--- src/rtl/bp_gf16_inv_pipe.sv ---
// bp_gf16_inv_pipe: LANES x GF(2^4) Boyar-Peralta inverters feeding a STAGES-deep valid/ready pipe.
// Define BP_GF16_INV_PIPE_CHECK_EN to carry the input nibbles and flag results that fail f(f(x))=x.

module bp_gf16_inv (
  input  logic [3:0] i_x,
  output logic [3:0] o_y
);
  logic a, b, c, d;
  logic m24, m25, m26, m27, m28, m29, m30, m31, m32;
  logic m33, m34, m35, m36, m37, m38, m39, m40;

  assign a = i_x[0];
  assign b = i_x[1];
  assign c = i_x[2];
  assign d = i_x[3];

  // Nonlinear core of the Boyar-Peralta S-box, kept gate-for-gate
  assign m24 = c ^ d;
  assign m25 = a & c;
  assign m26 = b ^ m25;
  assign m27 = a ^ b;
  assign m28 = d ^ m25;
  assign m29 = m28 & m27;
  assign m30 = m26 & m24;
  assign m31 = a & d;
  assign m32 = m27 & m31;
  assign m33 = m27 ^ m25;
  assign m34 = b & c;
  assign m35 = m24 & m34;
  assign m36 = m24 ^ m25;
  assign m37 = b ^ m29;
  assign m38 = m32 ^ m33;
  assign m39 = d ^ m30;
  assign m40 = m35 ^ m36;

  // Output bit order is reversed so the result shares the input basis (f is an involution)
  assign o_y = {m37, m38, m39, m40};
endmodule

module bp_gf16_inv_pipe #(
  parameter int LANES  = 4,
  parameter int STAGES = 2
) (
  input  logic               g_clk,
  input  logic               g_resetn,
  input  logic               i_flush,
  input  logic               i_valid,
  output logic               o_ready,
  input  logic [4*LANES-1:0] i_x,
  output logic               o_valid,
  input  logic               i_ready,
  output logic [4*LANES-1:0] o_y,
  output logic [LANES-1:0]   o_err
);
  localparam int W = 4 * LANES;

  logic [W-1:0]             inv_y;
  logic [STAGES:1]          vld_pipe_q, vld_pipe_d;
  logic [STAGES:1][W-1:0]   dat_q, dat_d;
  logic [STAGES:1]          rdy;
  logic [STAGES:0]          vin;
  logic [STAGES:0][W-1:0]   din;
  logic [W-1:0]             y_out;

  genvar n;
  generate
    for (n = 0; n < LANES; n++) begin : g_lane
      bp_gf16_inv u_inv (
        .i_x (i_x[4*n +: 4]),
        .o_y (inv_y[4*n +: 4])
      );
    end
  endgenerate

  // Index 0 is the input side, index STAGES is the output register
  assign vin = {vld_pipe_q, i_valid};
  assign din = {dat_q, inv_y};

  // A stage can load if it is empty or everything downstream of it drains this cycle
  always_comb begin
    logic acc;
    acc = i_ready;
    rdy = '0;
    for (int k = STAGES; k >= 1; k--) begin
      acc    = ~vld_pipe_q[k] | acc;
      rdy[k] = acc;
    end
  end

  always_comb begin
    vld_pipe_d = vld_pipe_q;
    dat_d      = dat_q;
    if (i_flush) begin
      vld_pipe_d = '0;
    end else begin
      for (int k = 1; k <= STAGES; k++) begin
        if (rdy[k]) begin
          vld_pipe_d[k] = vin[k-1];
          if (vin[k-1]) dat_d[k] = din[k-1];
        end
      end
    end
  end

  always_ff @(posedge g_clk) begin
    if (!g_resetn) begin
      vld_pipe_q <= '0;
      dat_q      <= '0;
    end else begin
      vld_pipe_q <= vld_pipe_d;
      dat_q      <= dat_d;
    end
  end

  assign o_ready = rdy[1] & ~i_flush;
  assign o_valid = vin[STAGES];
  assign y_out   = din[STAGES];
  assign o_y     = y_out;

`ifdef BP_GF16_INV_PIPE_CHECK_EN
  logic [STAGES:1][W-1:0] xin_q, xin_d;
  logic [STAGES:0][W-1:0] xsrc;
  logic [W-1:0]           chk_x;

  assign xsrc = {xin_q, i_x};

  // Original nibbles follow their result through the pipe with the same load enables
  always_comb begin
    xin_d = xin_q;
    if (!i_flush) begin
      for (int k = 1; k <= STAGES; k++) begin
        if (rdy[k] && vin[k-1]) xin_d[k] = xsrc[k-1];
      end
    end
  end

  always_ff @(posedge g_clk) begin
    if (!g_resetn) xin_q <= '0;
    else           xin_q <= xin_d;
  end

  generate
    for (n = 0; n < LANES; n++) begin : g_chk
      bp_gf16_inv u_chk (
        .i_x (y_out[4*n +: 4]),
        .o_y (chk_x[4*n +: 4])
      );
      assign o_err[n] = o_valid & (chk_x[4*n +: 4] != xsrc[STAGES][4*n +: 4]);
    end
  endgenerate
`else
  assign o_err = '0;
`endif
endmodule
--- config.mk ---
export PLATFORM = sky130hd
export DESIGN_NAME = bp_gf16_inv_pipe
export DESIGN_NICKNAME = d
export VERILOG_FILES = /design/src/rtl/bp_gf16_inv_pipe.sv
export SDC_FILE = /design/constraint.sdc
export NUM_CORES = 1
export LEC_CHECK = 0
export CAP_MARGIN = 10
export CORE_MARGIN = 5
export CORE_UTILIZATION = 24
export DETAILED_ROUTE_END_ITERATION = 16
export DONT_BUFFER_PORTS = 1
export PLACE_DENSITY = 0.36
export SYNTH_ARGS = -nofsm -noshare
export SYNTH_HDL_FRONTEND = slang
export SYNTH_SLANG_ARGS = --single-unit
--- constraint.sdc ---
create_clock -name g_clk -period 1.4 [get_ports g_clk]
set_input_delay 0.28 -clock g_clk [delete_from_list [all_inputs] [get_ports g_clk]]
set_output_delay 0.28 -clock g_clk [all_outputs]
set_load 0.01 [all_outputs]
# Word level (Yosys, flattened, before mapping)
# Index checks and enable logic that the tools add are counted.
[totals]
ff_bits = 34
input_bits = 21
out_inout_bits = 22
word_cells = 82
[op_classes]
n_bitwise = 75
reduce_logical = 3
[op_table]
columns = ["operator", "n"]
rows = [
  ["bitwise XOR 1 bit", 40],
  ["bitwise AND 1 bit", 29],
  ["AND reduction 3 bit", 2],
  ["NOT 1 bit", 4],
  ["bitwise OR 1 bit", 2],
  ["OR reduction 2 bit", 1],
]

# Depth between registers and ports, before layout
[depth]
word_depth = 4
ltp_mapped = 6
ltp_nobuf = 3

# Cells and area by module
# A second synthesis with hierarchy kept.
[hier_totals]
cells_unflattened = 252
hier_area_um2 = 2143.3
[modules_own_cells]
columns = ["mod", "instances", "cells_each", "area_each_um2", "seq_area_each_um2"]
rows = [
  ["bp_gf16_inv_pipe", 1, 176, 1547.7, 680.7],
  ["bp_gf16_inv", 4, 19, 148.9, 0.0],
]

# Least setup slack after synthesis
# No wires, ideal clock.
[synth_timing]
kind = "reg-to-output"
start = "register vld_pipe_q[2] in the netlist's numbering"
end = "output o_ready"
t_arrival_ps = 1069
t_required_ps = 1120
slack_ps = 51
path_stages_with_launch = 5
n_path_buf = 2
cell_sequence = "dfxtp_1 > and2b_1 > clkbuf_1 > buf_4 > a21oi_1"
[synth_between]
elab_chain_cells = 4
[synth_rtl]
columns = ["item", "line_no", "text"]
rows = [
  ["start: declaration", "58", "logic [STAGES:1] vld_pipe_q, vld_pipe_d;"],
  ["start signal: assignment", "110", "vld_pipe_q <= vld_pipe_d;"],
  ["NOT 1 bit", "85", "acc = ~vld_pipe_q[k] | acc;"],
  ["bitwise OR 1 bit (2 in series)", "85", ""],
  ["bitwise AND 1 bit", "115", "assign o_ready = rdy[1] & ~i_flush;"],
  ["end: declaration", "48", "output logic o_ready,"],
]
# Every way passes these cells.

# Worst setup path after layout
# Same ends and word-level chain as after synthesis.

==> metrics.md <==
| Metric | Value |
|---|---|
| Critical R2R Launch | vld_pipe_q[2] |
| Count of standard-cell rows | 32 |
| Core Util, Final | roughly a quarter |
| Outcome | complete, but fails checks |
| Maximum fanout along the worst path | 4 |
| Drt pass-1 iters | 4 |
| Area of the placeable core | just under 0.008 mm² |
| Pwr Total | between 2 and 2.5 mW |
| Number of distinct standard cells referenced by the synthesized netlist | 31 |
| Synthesized cell area | roughly 0.0019 mm² |
| Area enclosed by the die boundary | ~0.01 mm² |
| Fin crit share | 100% |
| Share of final-layout standard cells stronger than drive strength 1 | 18.6% |
| Area growth from synthesis to final layout | 6.92% |
| Number of clock sinks seen by CTS | 34 |
| Number of primary I/O pins | 43 |
| Worst Min Path Start | g_resetn |
| Register-to-Register Path Depth | 5 |
| Max cap viols | 0 |
| Critical register-to-register path endpoint | o_y[6] |
| Cell Area, Placed | between 0.0015 and 0.002 mm² |
| Worst hold slack | ~0.12 ns |
| Class of the most critical hold timing path | primary input to flop |
| Htree depth | 2 |
| Worst-path cell with the longest stage delay | sky130_fd_sc_hd__dfxtp_4 |
| Longest Clk Path Bufs | 2 |
| Die Wd | around 100 µm |
| Ratio of routed vias to standard cells | roughly 4.6 |
| Die height | 99.8 µm |
| Maximum number of pins on one net before global-route repair | 17 |
| Final instance area | roughly 0.0021 mm² |
| Final Non-Filler Cells | ~320 |
| Count of warnings emitted by yosys | 0 |
| Number of clock buffers inserted by TritonCTS | 5 |
| Global-route usage over all layers | slightly below 10% |
| Clock latency on the worst-skew pair | roughly 0.29 ns |
| Effective utilization at floorplan | approximately a quarter |
| Global-route congestion overflow total | 0 |
| Wire length of the first global-routing pass | 7740 µm |
| Hold Path Cell Cnt | 1 |
| Final critical-path required period | approximately 1.4 ns |
| Share of flip-flops with an asynchronous set or reset after synthesis | 0% |
| Setup repair after global routing missed its margin | true |
| Fmax | around 710 MHz |
| Largest clock skew in the final design | ~0.0089 ns |
| Count of port buffers added during placement | 0 |
| Synth area leaders | sky130_fd_sc_hd__dfxtp_1 (35%), sky130_fd_sc_hd__a21oi_1 (8.8%), sky130_fd_sc_hd__buf_4 (8.5%), sky130_fd_sc_hd__a311oi_2 (7.8%), sky130_fd_sc_hd__o21ai_0 (7.2%) |
| Power per cell area | ~1200 mW/mm² |
| Least setup slack across all paths after layout | -0.00512 ns |
| TritonCTS clock tree | done |
| Routability Congestion | a little under 0.7 |
| Hold violation total from the final report | 0 |
| Total Wirelength | approximately 4700 µm |
| Largest voltage drop on the vdd net | roughly 0.43 mV |
| Final-stage net count | ~240 |
| Half-perimeter wire length after detailed placement | 3510 µm |
| Worst setup path class | flop to output pin |
| Reg-to-reg slack, setup | ~0.14 ns |
| Data required, critical path | approximately 1.1 ns |
| Final setup violation count | 1 |
| Number of nets with antenna violations after routing | 0 |
| Placed Instances | roughly 310 |
| Most used standard cells in the synthesized netlist | sky130_fd_sc_hd__a21oi_1 (34), sky130_fd_sc_hd__dfxtp_1 (34), sky130_fd_sc_hd__o21ai_0 (28), sky130_fd_sc_hd__buf_4 (22), sky130_fd_sc_hd__nand3_1 (16) |
| CTS Root Cell | sky130_fd_sc_hd__clkbuf_8 |
| Static leakage | roughly 0.74 nW |
| Via count | roughly 1,500 |
| Sequential share of the synthesized area | between 30% and 40% |
| Antenna violations before repair | 0 |
| Main flop type after synthesis | sky130_fd_sc_hd__dfxtp_1 |
| # hold bufs at CTS | 0 |
| Number of global-route vias before repair | approximately 1,400 |
| Post-detailed-route wirelength per cell | ~15 µm |
| CP Capture Type | output pin |
| Data arrival time of the critical path | 1.13 ns |
| Number of standard cells after synthesis | 235 |
| Failing checks | setup timing |
| Post-synth top area share | a little over a third |
| Number of DRC violations after detailed routing | 0 |
| Number of DRC markers after the initial detailed-route iteration | between 80 and 90 |
| Cell breakdown of the critical path | and2b_2, a21oi_2, buf_4 |
| Syn avg cell area | a little over 8 µm² |
| Number of max-slew violations in the final report | 0 |
| Hold-critical path endpoint | dat_q[15] |
| Clock transition at the registers of the reported paths | around 0.080 ns |
| Yosys top cell by area | sky130_fd_sc_hd__dfxtp_1 |
| Number of synthesized flops with an enable pin | 0 |
| Antenna diode instance count | 0 |
| CP max stage delay | between 0.3 and 0.4 ns |
| Startpoint type of the worst setup path | flop |
| Flip-flop and latch count after synthesis | 34 |
## per-stage QoR
| stage | TNS, ns | setup WS [ns] |
|---|---|---|
| floorplan | 0 | 0.0513 |
| global placement | 0 | 0.137 |
| detailed placement | 0 | 0.135 |
| CTS | -0.0381 | -0.0381 |
| global route | -0.0528 | -0.0528 |
| finish | -0.00512 | -0.00512 |
## placed cells by master, fill, tap and decap left out, types with 6 or more instances in the layout
cell type,Yosys,routed
sky130_fd_sc_hd__a311oi_2,10,10
sky130_fd_sc_hd__dfxtp_1,34,33
sky130_fd_sc_hd__nor2_1,6,6
sky130_fd_sc_hd__o21ai_0,28,27
sky130_fd_sc_hd__a21oi_1,34,33
sky130_fd_sc_hd__buf_4,22,9
sky130_fd_sc_hd__nand2_1,8,8
sky130_fd_sc_hd__nor2b_1,6,6
sky130_fd_sc_hd__inv_1,9,9
sky130_fd_sc_hd__nand3_1,16,16
sky130_fd_sc_hd__clkbuf_8,0,6
## worst max-delay path by stage
stage,start,to,slack [ns]
global route,vld_pipe_q[2],o_ready,-0.05
detailed placement,vld_pipe_q[1],o_y[6],0.13
CTS,vld_pipe_q[2],o_ready,-0.04
floorplan,vld_pipe_q[2],o_ready,0.05
finish,vld_pipe_q[2],o_ready,-0.005
global placement,vld_pipe_q[1],o_y[10],0.14
## where the power goes
part / total (mW) / leakage (nW) / switching (mW) / internal (mW)
clock network: 1.13 / 0.0714 / 0.369 / 0.760
logic: 0.224 / 0.395 / 0.115 / 0.109
registers: 1.03 / 0.278 / 0.0293 / 1.00
total: 2.39 / 0.744 / 0.513 / 1.87
## layout make-up
type,instances,area [µm²]
repair buffers,11,108
inverters,10,37.5
clock inverters,2,60.1
flip-flops and latches,34,684
well taps,102,128
fillers,853,5740
clock buffers,6,82.6
multi-input cells,152,968
## cell families (layout without fill, tap and decap cells)
family | count (synthesis) | in the layout | synth area share [%]
DFF | 34 | 34 | 35.2
AOI/OAI and AO/OA | 94 | 94 | 33.0
and+or+nand+nor | 50 | 50 | 14.0
other | 1 | 4 | 0.194
buffers and inverters | 52 | 29 | 15.8
xor gates and xnor gates | 4 | 4 | 1.81
## repair_timing
action / CTS / global route
pin swaps: 1 / 0
endpoints found under the hold margin: 0 / 0
gates resized for setup: 4 / 3
buffers inserted: 1 / 0
setup endpoints to repair: 1 / 11
## flip-flops by register name (all words and copies together) (netlist names)
name and flops:
dat_q 16, o_y 16, vld_pipe_q 2
## metal layers
metal / vias to the layer above / track usage, % / wire length [µm]
met3: 6 / 3.96 / 437
met1: 643 / 13.1 / 2220
met5: - / 0 / 0
met4: 0 / 3.78 / 83
li1: 772 / - / -
met2: 36 / 13.8 / 1940
## worst max-delay path, delay by kind of cell (launching register included)
kind	cells	cell delay [ns]
compound gates	1	0.13
buf+inv	1	0.13
flops	1	0.37
simple gates	1	0.21
Power figures use the tool's default switching activity.
